$ cat config.mk
export PLATFORM = sky130hd
export DESIGN_NAME = lfsr_hex_display
export DESIGN_NICKNAME = d
export VERILOG_FILES = /design/src/rtl/lfsr_hex_display.sv
export SDC_FILE = /design/constraint.sdc
export NUM_CORES = 1
export LEC_CHECK = 0
export CAP_MARGIN = 30
export CORE_MARGIN = 10
export CORE_UTILIZATION = 23
export CTS_CLUSTER_SIZE = 28
export DETAILED_ROUTE_END_ITERATION = 10
export SKIP_LAST_GASP = 1
export SLEW_MARGIN = 10
export SYNTH_ARGS = -nofsm -noshare
export SYNTH_HDL_FRONTEND = slang
export SYNTH_SLANG_ARGS = --single-unit
$ cat constraint.sdc
create_clock -name clk -period 7.65 [get_ports clk]
set_clock_uncertainty 0.2 [all_clocks]
set_input_delay 0.765 -clock clk [delete_from_list [all_inputs] [get_ports clk]]
set_output_delay 0.765 -clock clk [all_outputs]
set_load 0.1 [all_outputs]
$ cat src/rtl/lfsr_hex_display.sv
// Fibonacci LFSR with prescaled free-run / single-step, lock-up recovery, period measurement
// and a registered active-low hex seven-segment driver (seg lags state by one cycle; no backpressure).
module lfsr_hex_display #(
  parameter int               WIDTH   = 8,
  parameter logic [WIDTH-1:0] TAPS    = WIDTH'(8'h1D),
  parameter logic [WIDTH-1:0] SEED    = WIDTH'(8'h01),
  parameter int               DIV     = 1,
  parameter bit               RECOVER = 1'b1
) (
  input  logic                   clk,
  input  logic                   rst,
  input  logic                   load,
  input  logic [WIDTH-1:0]       seed,
  input  logic                   run,
  input  logic                   step,
  output logic [WIDTH-1:0]       state,
  output logic                   lockup,
  output logic [15:0]            period,
  output logic                   period_valid,
  output logic [8*(WIDTH/4)-1:0] seg
);

  localparam int NDIG = WIDTH / 4;
  localparam int DW   = (DIV > 1) ? $clog2(DIV) : 1;
  localparam logic [DW-1:0] DIV_LAST = DW'(DIV - 1);

  logic [WIDTH-1:0]    start;
  logic [15:0]         step_cnt;
  logic [DW-1:0]       div_cnt;
  logic                tick;
  logic                fb;
  logic [WIDTH-1:0]    state_shift;
  logic [8*NDIG-1:0]   seg_nxt;

  function automatic logic [7:0] hex7(input logic [3:0] n);
    case (n)
      4'h0: hex7 = 8'h03;
      4'h1: hex7 = 8'h9F;
      4'h2: hex7 = 8'h25;
      4'h3: hex7 = 8'h0D;
      4'h4: hex7 = 8'h99;
      4'h5: hex7 = 8'h49;
      4'h6: hex7 = 8'h41;
      4'h7: hex7 = 8'h1F;
      4'h8: hex7 = 8'h01;
      4'h9: hex7 = 8'h09;
      4'hA: hex7 = 8'h11;
      4'hB: hex7 = 8'hC1;
      4'hC: hex7 = 8'h63;
      4'hD: hex7 = 8'h85;
      4'hE: hex7 = 8'h61;
      default: hex7 = 8'h71;
    endcase
  endfunction

  assign lockup      = (state == '0);
  assign fb          = ^(state & TAPS);
  assign state_shift = {fb, state[WIDTH-1:1]};
  // step is only honoured in step mode; in free-run the prescaler alone decides
  assign tick        = run ? (div_cnt == DIV_LAST) : step;

  always_comb begin
    seg_nxt = '1;
    for (int k = 0; k < NDIG; k++) begin
      seg_nxt[8*k +: 8] = hex7(state[4*k +: 4]);
    end
    seg_nxt[0] = ~lockup;
  end

  always_ff @(posedge clk) begin
    if (rst) begin
      state        <= SEED;
      start        <= SEED;
      step_cnt     <= '0;
      div_cnt      <= '0;
      period       <= '0;
      period_valid <= 1'b0;
      seg          <= '1;
    end else begin
      seg          <= seg_nxt;
      period_valid <= 1'b0;
      if (load) begin
        state    <= seed;
        start    <= seed;
        step_cnt <= '0;
        div_cnt  <= '0;
      end else begin
        if (run) begin
          div_cnt <= (div_cnt == DIV_LAST) ? '0 : div_cnt + DW'(1);
        end else begin
          div_cnt <= '0;
        end
        if (tick) begin
          if (!lockup) begin
            state    <= state_shift;
            step_cnt <= step_cnt + 16'd1;
            // period counts shifts, so the wrapping shift itself is included
            if (state_shift == start) begin
              period       <= step_cnt + 16'd1;
              period_valid <= 1'b1;
              step_cnt     <= '0;
            end
          end else if (RECOVER) begin
            state    <= SEED;
            start    <= SEED;
            step_cnt <= '0;
          end
        end
      end
    end
  end

endmodule

==> results.yml, run 1 <==
cts:
  holdBufCountCts: 0
  cts_buffer_depth: 2
  cts_max_level: 3
  ctsResizeCount: 0
  cts_tree: "built"
  cts_setup_buffers: 0
  root_buffer: "clkbuf_16"
  cts_buffers: 9
  clkLatencyLatePin_ps: 330
  clk_pin_slew_worst_paths_ps: 50
  clkSinkCount: 65
floorplanning:
  fp-row-count: 43
  fp.dieArea_um2: 19500
  pin_count: 55
  core_um2: 13900
  die-height_um: 140
  die_w_um: 140
  start_util_pct: 23.6
layout:
  layout-drive-gt1-share_pct: 5.53
  n_antenna_cell: 0
  ff_latch_area_um2: 1300
  area_growth_pct: 27.9
  final_nets: 457
  final_cell_mix: "65 x dfxtp_1, 53 x clkdlybuf4s50_1, 49 x nand2_1, 36 x a21oi_1, 32 x nand3_1"
  fillers: 1446
  fin_cells: 614
  final_common_cell: "dfxtp_1"
  multi_input_area_um2: 1780
critical_path:
  r2r_slack_ps: 4330
  setup.worst_path.class: "reg -> out"
  r2r_cells: 8
  critPathMaxStageDelay_ps: 1160
  critPathMaxFanout: 15
  crit_arrival_ps: 3010
  startpoint_type: "register"
  cp-end-kind: "output pin"
  startpoint: "state[3]$_SDFFE_PP0P_"
  cp_cell_sequence: "inv_1 -> ha_1 -> nand4b_1 -> or2_1 -> inv_4 -> clkdlybuf4s50_1"
  crit_end: "lockup"
  worst_ep_required_time_ps: 6680
  timing.rr.start: "state[3]$_SDFFE_PP0P_"
  cp_slowest_cell: "clkdlybuf4s50_1"
  r2r-end: "period[0]$_SDFFE_PP0P_"
routing:
  drtAntennaViolNets: 0
  via_count: 3013
  first_iter_violations: 178
  first_pass_iters: 5
  viasPerCell: 4.91
  drc: 0
  wl_mm: 9.07
  wire_per_inst_um: 14.8
timing:
  period_share_pct: 52.0
  setup_tns_ps: 0
  relSlewSlack_pct: 31.3
  hold_violations: 0
  max_slew.worst_pin.slew_ps: 1030
  timing.final.crit_period_ps: 3980
  max_freq_mhz: 251
  setup_violations: 0
  finalMaxSlewViolations: 0
  rsz0062_at_grt: "false"
synthesis:
  avgSynthCellArea_um2: 8.29
  synth.distinct_cells: 48
  synth_seq_cells: 65
  async_flop_share_pct: 0
  ys_seq_area_share_pct: 39.6
  synth_edf_count: 0
  yosysWarnings: 0
  syn-num-nets: 423
  syn-cell-area_um2: 3290
  synth-main-ff-cell: "dfxtp_1"
  syn_inst: 397
placed_design:
  numPortBuffers: 53
  place.gp.congestion: 0.863
  hpwl_mm: 6.54
  dp.cells: 599
grt:
  grt_pass1_vias: 2912
  globalRoute.totalOverflow: 0
  grt_usage_pct: 9.20
  antenna_found_initial: 0
  grt_start_max_net_pins: 38
  grt_pass1_wl_mm: 14.8
pwr:
  p_per_area_nw_per_um2: 232
  p_leak_nw: 1.49
  ir_worst_vdd_mv: 0.106
status:
  status: "finished, final reports clean"
run:
  maxCapViolations: 0
min_path:
  hold_path_class: "reg -> reg"
==> cell families after synthesis <==
kind of cell | Yosys count | synth area share [%]
muxes | 5 | 1.56
and+or+nand+nor | 148 | 22.0
other | 2 | 0.228
AOI/OAI and AO/OA | 100 | 19.2
DFF | 65 | 39.6
xor gates and xnor gates | 21 | 6.24
adders and majority gates | 13 | 4.94
buffers and inverters | 43 | 6.20
==> worst min path at each step <==
| stage | from | endpoint | depth (start not counted) |
|---|---|---|---|
| floorplan | start[1]$_SDFFE_PP0P_ | start[1]$_SDFFE_PP0P_ | 2 |
| global placement | start[6]$_SDFFE_PP0P_ | start[6]$_SDFFE_PP0P_ | 2 |
| detailed placement | start[3]$_SDFFE_PP0P_ | start[3]$_SDFFE_PP0P_ | 2 |
| CTS | start[4]$_SDFFE_PP0P_ | start[4]$_SDFFE_PP0P_ | 2 |
| global route | start[3]$_SDFFE_PP0P_ | start[3]$_SDFFE_PP0P_ | 2 |
| finish | start[4]$_SDFFE_PP0P_ | start[4]$_SDFFE_PP0P_ | 2 |
==> routing by layer <==
metal,global-route usage [%],vias to the layer above,wire length (um)
met2,16.4,90,4550
met1,9.75,1431,3680
li1,-,1467,-
met4,2.45,0,172
met5,0,-,0
met3,3.81,25,666
==> where the power goes <==
group	internal [mW]	switching, mW
Clock	0.280	0.137
Combinational	0.0506	0.141
Sequential	0.353	0.0148
==> final cells by class <==
cell class                 count  area share, %
tap                          180           5.35
sequential                    65           30.9
clock buffer                  10           5.44
clock inverter                 4           1.67
inverter                      10          0.952
timing repair buffer          56           13.2
multi-input combinational    289           42.4
==> registers in the layout, indices dropped and copies added (netlist names) <==
signal,cells
state,8
seg,15
step_cnt,16
div_cnt,1
start,8
period,16
period_valid,1
==> metrics by stage <==
step / power, mW / utilization, % / worst slack, ps / cell area (um2) / hold WS, ps
after floorplan: 0.520 / - / 4440 / 3290 / 248
after global placement: 0.564 / 28.0 / 4070 / 3900 / 258
after detailed placement: 0.566 / 28.0 / 4030 / 3900 / 261
after CTS: 0.986 / 30.1 / 3670 / 4200 / 267
after global routing: 1.01 / 30.2 / 3540 / 4210 / 290
final: 0.977 / 30.2 / 3670 / 4210 / 269
==> worst max-delay path, delay by kind of cell (launching register included) <==
family                   cells  cell delay, ps
AND/OR/NAND/NOR              2             450
flip-flops                   1             480
buffers and inverters        3            1580
adder cells (fa/ha/maj)      1             170
==> synth_stat cells (3+ instances only) <==
cell type  instances  area share [%]
nand2_1           49             5.6
o21ai_0           13             2.0
dfxtp_1           65              40
mux2i_1            4             1.2
a21o_1             7             1.6
o311ai_0           4             1.1
nand4_1            6             1.1
nand3_1           32             4.9
ha_1              13             4.9
buf_4              5             1.1
buf_2              5            0.76
and3_1             5            0.95
xnor2_1            5             1.3
a211oi_1          13             3.0
clkbuf_1          19             2.2
xor2_1            14             3.7
nor4_1             3            0.57
a21oi_1           36             5.5
a31oi_1            9             1.7
o211ai_1           6             1.4
nor2b_1            6             1.1
nor3_1            14             2.1
nor2_1            20             2.3
o21a_1             5             1.1
inv_1              9             1.0
No activity file was read; power rests on OpenSTA's default activity.
==> run 2: changes to the inputs <==
==> constraint.sdc (replaced) <==
create_clock -name clk -period 3.7 [get_ports clk]
set_clock_uncertainty 0.2 [all_clocks]
set_input_delay 0.37 -clock clk [delete_from_list [all_inputs] [get_ports clk]]
set_output_delay 0.37 -clock clk [all_outputs]
set_load 0.1 [all_outputs]
==> run 2 against run 1 <==
Against the previous run: sequential share of layout area fell by 0.16 points; die area did not move; total power rose by 100%; final cell count rose by 1.1%; flip-flop and latch count did not move; core utilization rose by 0.15 points; critical path type is now reg -> reg; critical endpoint is now start[0]$_SDFFE_PP1P_; largest cell class unchanged.
==> results.yml, run 2 (same netlist as run 1, synthesis figures left out) <==
timing:
  hold_violations: 0
  max_freq_mhz: 355
  finalMaxSlewViolations: 0
  max_slew.worst_pin.slew_ps: 1010
  period_share_pct: 76.2
  timing.final.crit_period_ps: 2820
  setup_violations: 0
  relSlewSlack_pct: 32.3
  rsz0062_at_grt: "false"
  setup_tns_ps: 0
routing:
  via_count: 2953
  wire_per_inst_um: 14.8
  wl_mm: 9.19
  drtAntennaViolNets: 0
  drc: 0
  first_iter_violations: 224
  first_pass_iters: 4
  viasPerCell: 4.76
layout:
  postLayoutCoreUtil_pct: 30.3
  fillers: 1418
  area_growth_pct: 28.5
  final_common_cell: "dfxtp_1"
  final_cell_mix: "65 x dfxtp_1, 50 x clkdlybuf4s50_1, 49 x nand2_1, 36 x a21oi_1, 32 x nand3_1"
  top_regs: "period x16, step_cnt x16, seg x15"
  layout-drive-gt1-share_pct: 7.71
  final_nets: 462
  n_antenna_cell: 0
min_path:
  hold_path_class: "reg -> reg"
grt:
  antenna_found_initial: 0
  grt_pass1_wl_mm: 15.2
  globalRoute.totalOverflow: 0
  grt_usage_pct: 9.52
  grt_start_max_net_pins: 32
  grt_pass1_vias: 2911
status:
  status: "finished, final reports clean"
placed_design:
  hpwl_mm: 6.67
  place.gp.congestion: 0.849
  numPortBuffers: 53
cts:
  cts_tree: "built"
  cts_setup_buffers: 0
  holdBufCountCts: 0
  cts_buffers: 9
  cts_max_level: 3
  cts_buffer_depth: 2
  root_buffer: "clkbuf_16"
  clkSinkCount: 65
  clkLatencyLatePin_ps: 330
  ctsResizeCount: 0
  clk_pin_slew_worst_paths_ps: 50
run:
  maxCapViolations: 0
critical_path:
  r2r_slack_ps: 880
  crit_arrival_ps: 2810
  setup.worst_path.class: "reg -> reg"
  cp-end-kind: "register"
  startpoint_type: "register"
  critPathMaxFanout: 10
  worst_ep_required_time_ps: 3690
floorplanning:
  die_w_um: 140
  start_util_pct: 23.6
  die-height_um: 140
  pin_count: 55
  core_um2: 13900
  fp.dieArea_um2: 19500
  fp-row-count: 43
pwr:
  ir_worst_vdd_mv: 0.235
  switching_share_pct: 31.3
  combPwrFrac_pct: 20.1
  p_int_mw: 1.36
  p_switching_mw: 0.619
  seq_power_share_pct: 38.3
  p_per_area_nw_per_um2: 468
  p_leak_nw: 1.52
  p_clk_share_pct: 41.5
[run 2: cell type report]
type	instances	area (um2)	area share, %
Timing Repair Buffer	61	583	13.8
Clock inverter	2	10.0	0.237
Sequential cell	65	1300	30.8
Inverter	10	40.0	0.947
Tap cell	180	225	5.33
Multi-Input combinational cell	289	1780	42.2
Clock buffer	14	284	6.72
[run 2: worst paths after layout]
path	from	end	cells after the start
setup / recovery	state[4]$_SDFFE_PP0P_	start[0]$_SDFFE_PP1P_	8
hold / removal	start[4]$_SDFFE_PP0P_	start[4]$_SDFFE_PP0P_	2
setup reg to reg	state[4]$_SDFFE_PP0P_	start[0]$_SDFFE_PP1P_	8
hold reg to reg	start[4]$_SDFFE_PP0P_	start[4]$_SDFFE_PP0P_	2
[run 2: routing by layer]
| layer | part of all wire [%] | routed length [um] | vias to the layer above | global-route usage, % |
|---|---|---|---|---|
| met4 | 1.2 | 108 | 0 | 2.34 |
| met1 | 41 | 3750 | 1383 | 10.1 |
| li1 | - | - | 1475 | - |
| met3 | 7.5 | 689 | 11 | 4.46 |
| met2 | 51 | 4650 | 84 | 16.7 |
| met5 | 0 | 0 | - | 0 |
[run 2: stage by stage]
step	hold slack, ps	total power [mW]	worst slack (ps)	instances	instance area, um2
floorplan	248	1.08	488	397	3290
global placement	258	1.17	912	605	3930
detailed placement	269	1.17	888	605	3930
CTS	277	2.00	869	621	4230
global route	297	2.06	626	621	4230
finish	278	1.98	882	621	4230
[run 2: power groups by stage]
stage / logic, mW / registers, mW / clock network, mW
2_1_floorplan: 0.152 / 0.924 / 0
3_3_place_gp: 0.397 / 0.772 / 0
3_5_place_dp: 0.400 / 0.774 / 0
4_1_cts: 0.400 / 0.759 / 0.838
5_1_grt: 0.425 / 0.763 / 0.876
6_report: 0.399 / 0.759 / 0.821
[run 2: worst max-delay path, stage by stage, from the launching register on]
cell and delay (ps):
dfxtp_1 590, inv_1 150, ha_1 290, nand4b_1 100, or2_1 350, inv_4 150, a21oi_1 570, nor2b_1 200
o21ai_0 80
